===== src/rtl/wb_mem_arbiter.sv =====
// Two-master Wishbone arbiter in front of a single memory slave: CPU data port (m0)
// and Ethernet DMA (m1), with round-robin conflict resolution and a stall timeout.
module wb_mem_arbiter #(
  parameter int unsigned TIMEOUT_CYCLES = 255
) (
  input  logic        wb_clk_i,
  input  logic        wb_rst_i,
  input  logic [31:0] m0_adr_i,
  input  logic [31:0] m0_dat_i,
  output logic [31:0] m0_dat_o,
  input  logic [3:0]  m0_sel_i,
  input  logic        m0_we_i,
  input  logic        m0_cyc_i,
  input  logic        m0_stb_i,
  output logic        m0_ack_o,
  output logic        m0_err_o,
  input  logic [31:0] m1_adr_i,
  input  logic [31:0] m1_dat_i,
  output logic [31:0] m1_dat_o,
  input  logic [3:0]  m1_sel_i,
  input  logic        m1_we_i,
  input  logic        m1_cyc_i,
  input  logic        m1_stb_i,
  output logic        m1_ack_o,
  output logic        m1_err_o,
  output logic [31:0] s_adr_o,
  output logic [31:0] s_dat_o,
  output logic [3:0]  s_sel_o,
  output logic        s_we_o,
  output logic        s_cyc_o,
  output logic        s_stb_o,
  input  logic [31:0] s_dat_i,
  input  logic        s_ack_i,
  input  logic        s_err_i,
  output logic [1:0]  grant_o,
  output logic        timeout_o
);

  typedef enum logic [1:0] {
    IDLE = 2'd0,
    OWN0 = 2'd1,
    OWN1 = 2'd2
  } state_e;

  localparam logic [7:0] TMO_LAST = 8'(TIMEOUT_CYCLES - 1);

  state_e     state_q, state_d;
  logic       last_owner_q, last_owner_d;  // 1: m1 was granted last
  logic [7:0] tmo_cnt_q, tmo_cnt_d;

  logic own0, own1, req_stb, stall, timeout;

  assign own0    = (state_q == OWN0);
  assign own1    = (state_q == OWN1);
  assign grant_o = {own1, own0};

  // The abort fires on the TIMEOUT_CYCLES-th consecutive stalled cycle, so it
  // compares against the count already accumulated by the previous stalls.
  assign req_stb   = (own0 & m0_stb_i) | (own1 & m1_stb_i);
  assign stall     = req_stb & ~s_ack_i & ~s_err_i;
  assign timeout   = stall & (tmo_cnt_q == TMO_LAST);
  assign timeout_o = timeout;

  assign s_cyc_o = (own0 & m0_cyc_i) | (own1 & m1_cyc_i);
  assign s_stb_o = req_stb & ~timeout;
  assign s_adr_o = own0 ? m0_adr_i : (own1 ? m1_adr_i : 32'd0);
  assign s_dat_o = own0 ? m0_dat_i : (own1 ? m1_dat_i : 32'd0);
  assign s_sel_o = own0 ? m0_sel_i : (own1 ? m1_sel_i : 4'd0);
  assign s_we_o  = (own0 & m0_we_i) | (own1 & m1_we_i);

  assign m0_dat_o = s_dat_i;
  assign m1_dat_o = s_dat_i;
  assign m0_ack_o = own0 & m0_stb_i & s_ack_i & ~s_err_i;
  assign m1_ack_o = own1 & m1_stb_i & s_ack_i & ~s_err_i;
  assign m0_err_o = own0 & ((m0_stb_i & s_err_i) | timeout);
  assign m1_err_o = own1 & ((m1_stb_i & s_err_i) | timeout);

  // NOTE: every always_comb output gets a default first so no path can infer a latch.
  always_comb begin
    state_d      = state_q;
    last_owner_d = last_owner_q;
    unique case (state_q)
      IDLE: begin
        if (m0_cyc_i && (!m1_cyc_i || last_owner_q)) begin
          state_d      = OWN0;
          last_owner_d = 1'b0;
        end else if (m1_cyc_i) begin
          state_d      = OWN1;
          last_owner_d = 1'b1;
        end
      end
      OWN0:    if (!m0_cyc_i) state_d = IDLE;
      OWN1:    if (!m1_cyc_i) state_d = IDLE;
      default: state_d = IDLE;
    endcase
    tmo_cnt_d = (stall && !timeout && (state_d == state_q)) ? tmo_cnt_q + 8'd1 : 8'd0;
  end

  // NOTE: state uses non-blocking assignments and an asynchronous reset so the
  // bus is released the instant reset rises, without waiting for a clock edge.
  always_ff @(posedge wb_clk_i or posedge wb_rst_i) begin
    if (wb_rst_i) begin
      state_q      <= IDLE;
      last_owner_q <= 1'b1;
      tmo_cnt_q    <= 8'd0;
    end else begin
      state_q      <= state_d;
      last_owner_q <= last_owner_d;
      tmo_cnt_q    <= tmo_cnt_d;
    end
  end

endmodule

===== config.mk =====
export PLATFORM = sky130hd
export DESIGN_NAME = wb_mem_arbiter
export DESIGN_NICKNAME = d
export VERILOG_FILES = /design/src/rtl/wb_mem_arbiter.sv
export SDC_FILE = /design/constraint.sdc
export NUM_CORES = 1
export LEC_CHECK = 0
export BUFFER_PORTS_ARGS = -buffer_cell sky130_fd_sc_hd__buf_2
export CORE_AREA = 2 2 124 126
export DETAILED_ROUTE_END_ITERATION = 6
export DIE_AREA = 0 0 126 128
export SYNTH_ARGS = -nofsm -noshare
export SYNTH_HDL_FRONTEND = slang
export SYNTH_SLANG_ARGS = --single-unit

===== constraint.sdc =====
create_clock -name wb_clk_i -period 1.6 [get_ports wb_clk_i]
set_input_delay 0.32 -clock wb_clk_i [delete_from_list [all_inputs] [get_ports wb_clk_i]]
set_output_delay 0.32 -clock wb_clk_i [all_outputs]
set_load 0.02 [all_outputs]

---- Word-level counts from Yosys, hierarchy flattened ----
Index checks and enable logic that the tools add are counted.
storage, ports and cells
  bits in registers ....................... 11
  latch bits .............................. 0
  bits in writable memories ............... 0
  ROM bits ................................ 0
  output and inout port bits .............. 142
  logic and storage cells ................. 57
  memories kept ........................... 0
cells by class
  add/subtract/negate cells ............... 1
  $mul .................................... 0
  divide/modulo/power cells ............... 0
  magnitude comparators ................... 0
  equality and inequality tests ........... 4
  shift operators ......................... 0
  muxes and demuxes ....................... 14
  bitwise logic cells ..................... 26
  reductions and logical operators ........ 9
operators with widths
  kind                                                  number
  2-to-1 mux 32 bit                                     4
  AND 1 bit                                             18
  adder 8 x 1 -> 8 bit (second input constant)          1
  equality test 8 bit (second input constant)           1
  2-to-1 mux 2 bit                                      4
  2-to-1 mux 4 bit                                      2
  2-to-1 mux 8 bit                                      1
  case mux 2 bit (3 select lines)                       1
  bitwise OR 1 bit                                      5
  logical AND 1 bit                                     3
  NOT 1 bit                                             3
  equality test 2 x 1 -> 1 bit (second input constant)  1
  equality test 2 bit                                   1
  equality test 2 bit (second input constant)           1
  zero test 1 bit                                       2
  zero test 2 bit                                       1
  2-to-1 mux 1 bit                                      2
  AND reduction 2 bit                                   1
  nonzero test 2 bit                                    1
  logical OR 1 bit                                      1

---- Logic depth before layout (Yosys ltp) ----
  depth in word-level cells ............... 10
  mapped depth ............................ 5
  depth with buffers taken out ............ 5

---- Least setup slack after synthesis ----
OpenSTA, ideal clock, no wires.
  kind .................................... reg2out
  start ................................... register tmo_cnt_q[0]
  end ..................................... output port m0_err_o
  arrival time ............................ 1,326 ps
  path slack .............................. -46 ps
  stages on the path, launching flop included .. 6
  path through ............................ dfrtp_1 > inv_1 > ha_1 > and3_1 > o2111ai_2 > a21boi_1
on the way
  cells in the longest elaborated chain, start to end .. 4
ends and longest elaborated chain
  element                 line  text
  start, declared         49    logic [7:0] tmo_cnt_q, tmo_cnt_d;
  start signal, assigned  109   tmo_cnt_q <= tmo_cnt_d;
  equality test 8 bit     61    assign timeout = stall & (tmo_cnt_q == TMO_LAST);
  AND 1 bit               61
  bitwise OR 1 bit        75    assign m0_err_o = own0 & ((m0_stb_i & s_err_i) | timeout);
  AND 1 bit               75
  end, declared           16    output logic m0_err_o,
Every way passes these cells.

---- Final worst setup path ----
  start ................................... register state_q[1]
  end ..................................... output port s_stb_o
on the way
  cells in the longest elaborated chain, start to end .. 8
  elaborated cells between the ends (all ways) .. 10
ends and longest elaborated chain
  element                                                              line    text
  start, declared                                                      47      state_e state_q, state_d;
  start signal, assigned                                               107     state_q <= state_d;
  equality test 2 x 1 -> 1 bit or equality test 2 bit (tied branches)  53, 54
  AND 1 bit                                                            59      assign req_stb = (own0 & m0_stb_i) | (own1 & m1_stb_i);
  bitwise OR 1 bit (*)                                                 59
  AND 1 bit (2 in series)                                              60      assign stall = req_stb & ~s_ack_i & ~s_err_i;
  AND 1 bit                                                            61
  NOT 1 bit                                                            65      assign s_stb_o = req_stb & ~timeout;
  AND 1 bit (*)                                                        65
  end, declared                                                        31      output logic s_stb_o,
Mark *: on every way between the ends. The rest lies on a longest branch, timed or not.

==> flow_metrics.py <==
metrics = {
    "floorplan": {
        "die_h_um": 128,
        "fp.dieArea_mm2": 0.01613,
        "io_pins": 320,
        "core_area_mm2": 0.01486,
        "die_x_um": 126,
        "fp-row-count": 45,
        "initial_core_util_pct": 12.67,
    },
    "pwr": {
        "vdd_drop_max_uv": 530.4,
        "powerDensity_mw_per_mm2": 965.5,
        "leakage_nw": 1.958,
    },
    "cells_and_area": {
        "fin_nets": 585,
        "syn_to_final_growth_pct": 106.0,
        "fin_util_pct": 26.10,
        "fin_area_mm2": 0.003880,
        "final_cells": 592,
        "fillers": 1587,
        "num_antenna_cells": 0,
        "layout-drive-gt1-share_pct": 73.27,
    },
    "setup_path": {
        "cp-start-kind": "register",
        "cp-end-kind": "primary output",
        "r2r_end": "tmo_cnt_q[7]",
        "reg2regPathDepth": 5,
        "path_class": "register to primary output",
        "regToRegSetupSlack_ns": 0.06,
        "r2r-start": "state_q[0]",
        "crit_chain": "buf_6, and3b_2, o2111ai_4, o21a_1, buf_6",
        "required_ns": 1.28,
        "crit_arrival_ns": 1.56,
        "crit_slowest_cell": "dfrtp_2",
        "crit_family": "flip-flops",
        "critical-path-max-stage-delay_ns": 0.43,
        "worst-path-buf-inv": 2,
        "critPathMaxFanout": 4,
        "critPathMostFrequentCell": "buf_6",
    },
    "synth": {
        "synthXorXnorAreaFrac_pct": 1.860,
        "synth_cell_types": 36,
        "synthesis.nets": 404,
        "synth_area_leader_cell": "a22o_1",
        "synth.most_common_cell": "a22o_1",
        "yosysWarnings": 0,
        "synth-seq-cells": 11,
        "synth_fa_ha_area_share_pct": 1.329,
        "synthArstFlopShare_pct": 100.0,
        "synth_top_family_by_area": "compound AO/OA/AOI/OAI gates",
        "synth-compound-area-share_pct": 39.60,
        "yosys-top-cells-area": "a22o_1, buf_4, dfrtp_1",
        "synth_edf_count": 0,
        "synthSimpleGateAreaFrac_pct": 11.10,
        "synth_ff_type": "dfrtp_1",
        "syn_area_mm2": 0.001883,
        "synthCells": 224,
        "netlist.area_leader.share_pct": 32.56,
        "avgSynthCellArea_um2": 8.407,
        "synth_seq_area_share_pct": 14.68,
        "synth_commonest_cells": "a22o_1, buf_4, buf_2",
        "synth_mux_area_share_pct": 0,
    },
    "global_route": {
        "grt_pass1_wl_um": 13410,
        "antenna_found_initial": 1,
        "grt_pass1_vias": 2386,
        "track_usage_pct": 10.68,
        "grt-ovfl-total": 0,
        "met2_usage_pct": 20.71,
        "met3_usage_pct": 2.504,
        "grt_busiest_layer": "met2",
        "gr-usage-met1_pct": 12.02,
        "grt_max_degree": 43,
    },
    "clocking": {
        "clock_latency_ns": 0.24,
        "cts_root_buf": "clkbuf_16",
        "clock_path_buffers": 2,
        "htree_levels": 1,
        "cts_num_sinks": 11,
        "hold_buffers": 0,
        "cts_tree": "built",
        "numCtsBuffers": 3,
        "clkTransAtPathRegs_ns": 0.04,
    },
    "timing": {
        "tightest_slew_ns": 0.4467,
        "maxSlewViolCount": 0,
        "setup-violations-final": 78,
        "fmax_mhz": 532.7,
        "min_period_ns": 1.877,
        "final_hold_viol_count": 0,
        "worst_slack_ns": -0.2771,
        "max-slew-margin-rel_pct": 70.19,
        "rsz0062_at_grt": "yes",
        "period_share_pct": 117.3,
        "fin_worst_skew_ns": 0.002194,
    },
    "placed_design": {
        "hpwl_um": 7883,
        "placed_cells_incl_taps": 571,
        "dpl_cell_area_mm2": 0.002874,
        "pre_cts_slack_ns": -0.07307,
        "portBuffers": 223,
        "gp_congestion": 0.8243,
    },
    "routing": {
        "drt-vias-per-instance": 4.188,
        "drt_wl_total_um": 11170,
        "vias": 2479,
        "detail_route.wl_per_cell_um": 18.86,
        "antenna_left": 0,
        "drt_first_pass_iters": 4,
        "drcViolationCount": 0,
        "drt-initial-drc-count": 90,
    },
    "run_status": {
        "status": "complete, but fails checks",
        "violations": "negative setup slack",
    },
    "min_path": {
        "hold_class": "input port to async pin",
    },
    "flow_run": {
        "cap_violations": 0,
    },
}
## layout by cell type, fill, tap and decap left out, types with 4 or more instances in the layout
master,count
clkbuf_16,8
buf_12,7
nand2_1,4
dfrtp_1,8
buf_6,82
a22o_4,12
a22o_1,58
buf_4,18
buf_2,145
## final cells by class
| type | count | area, um2 | share of cell area, % |
|---|---|---|---|
| clock buffer | 3 | 75.07 | 1.935 |
| multi-input combinational | 127 | 1195 | 30.80 |
| timing repair buffer | 259 | 2079 | 53.60 |
| tap | 188 | 235.2 | 6.063 |
| sequential | 11 | 279.0 | 7.191 |
| inverter | 3 | 11.26 | 0.2902 |
| clock inverter | 1 | 5.005 | 0.1290 |
## power by group
group | switching [W] | total [W] | internal (W)
sequential | 0.0000318 | 0.000347 | 0.000315
clock | 0.000134 | 0.000465 | 0.000332
combinational | 0.00140 | 0.00293 | 0.00153
## per-layer routing
| layer | part of all wire (%) | wire length, um |
|---|---|---|
| met1 | 40 | 4500 |
| met2 | 51 | 5710 |
| met3 | 7.5 | 836 |
| met4 | 1.1 | 119 |
| met5 | 0 | 0 |
## logic make-up after synthesis
group | count (synthesis)
AO/OA/AOI/OAI | 87
flip-flops | 11
AND/OR/NAND/NOR | 34
adder cells (fa/ha/maj) | 2
XOR/XNOR | 4
buffers and inverters | 86
## worst max-delay path by stage
stage               slack (ns)    startpoint  cells past startpoint           to
floorplan                -0.05  tmo_cnt_q[0]                      5     m0_err_o
global placement         -0.04    state_q[0]                      5     m0_err_o
global route             -0.34    state_q[0]                      5  s_adr_o[10]
detailed placement       -0.07    state_q[1]                      5      s_stb_o
CTS                      -0.29    state_q[0]                      5      s_stb_o
finish                   -0.28    state_q[1]                      5      s_stb_o
## sequential cells by signal, summed over array words and instances, names as in the netlist
register and flops:
tmo_cnt_q 8, last_owner_q 1, state_q 2
## repair_timing
item	CTS	global route
setup endpoints to repair	79	83
buffers inserted	2	7
resized for setup	141	51
endpoints found under the hold margin	0	0
gates cloned	0	9
pin swaps	4	28
## stage by stage
| step | power (W) | setup TNS, ns | hold slack, ns |
|---|---|---|---|
| floorplan | 0.001737 | -0.09279 | 0.1717 |
| global placement | 0.002326 | -0.05472 | 0.3466 |
| detailed placement | 0.002312 | -0.1892 | 0.3502 |
| CTS | 0.003290 | -14.54 | 0.09557 |
| global route | 0.003912 | -20.09 | 0.1108 |
| finish | 0.003746 | -15.51 | 0.07464 |
(Power assumes the default switching activity.)
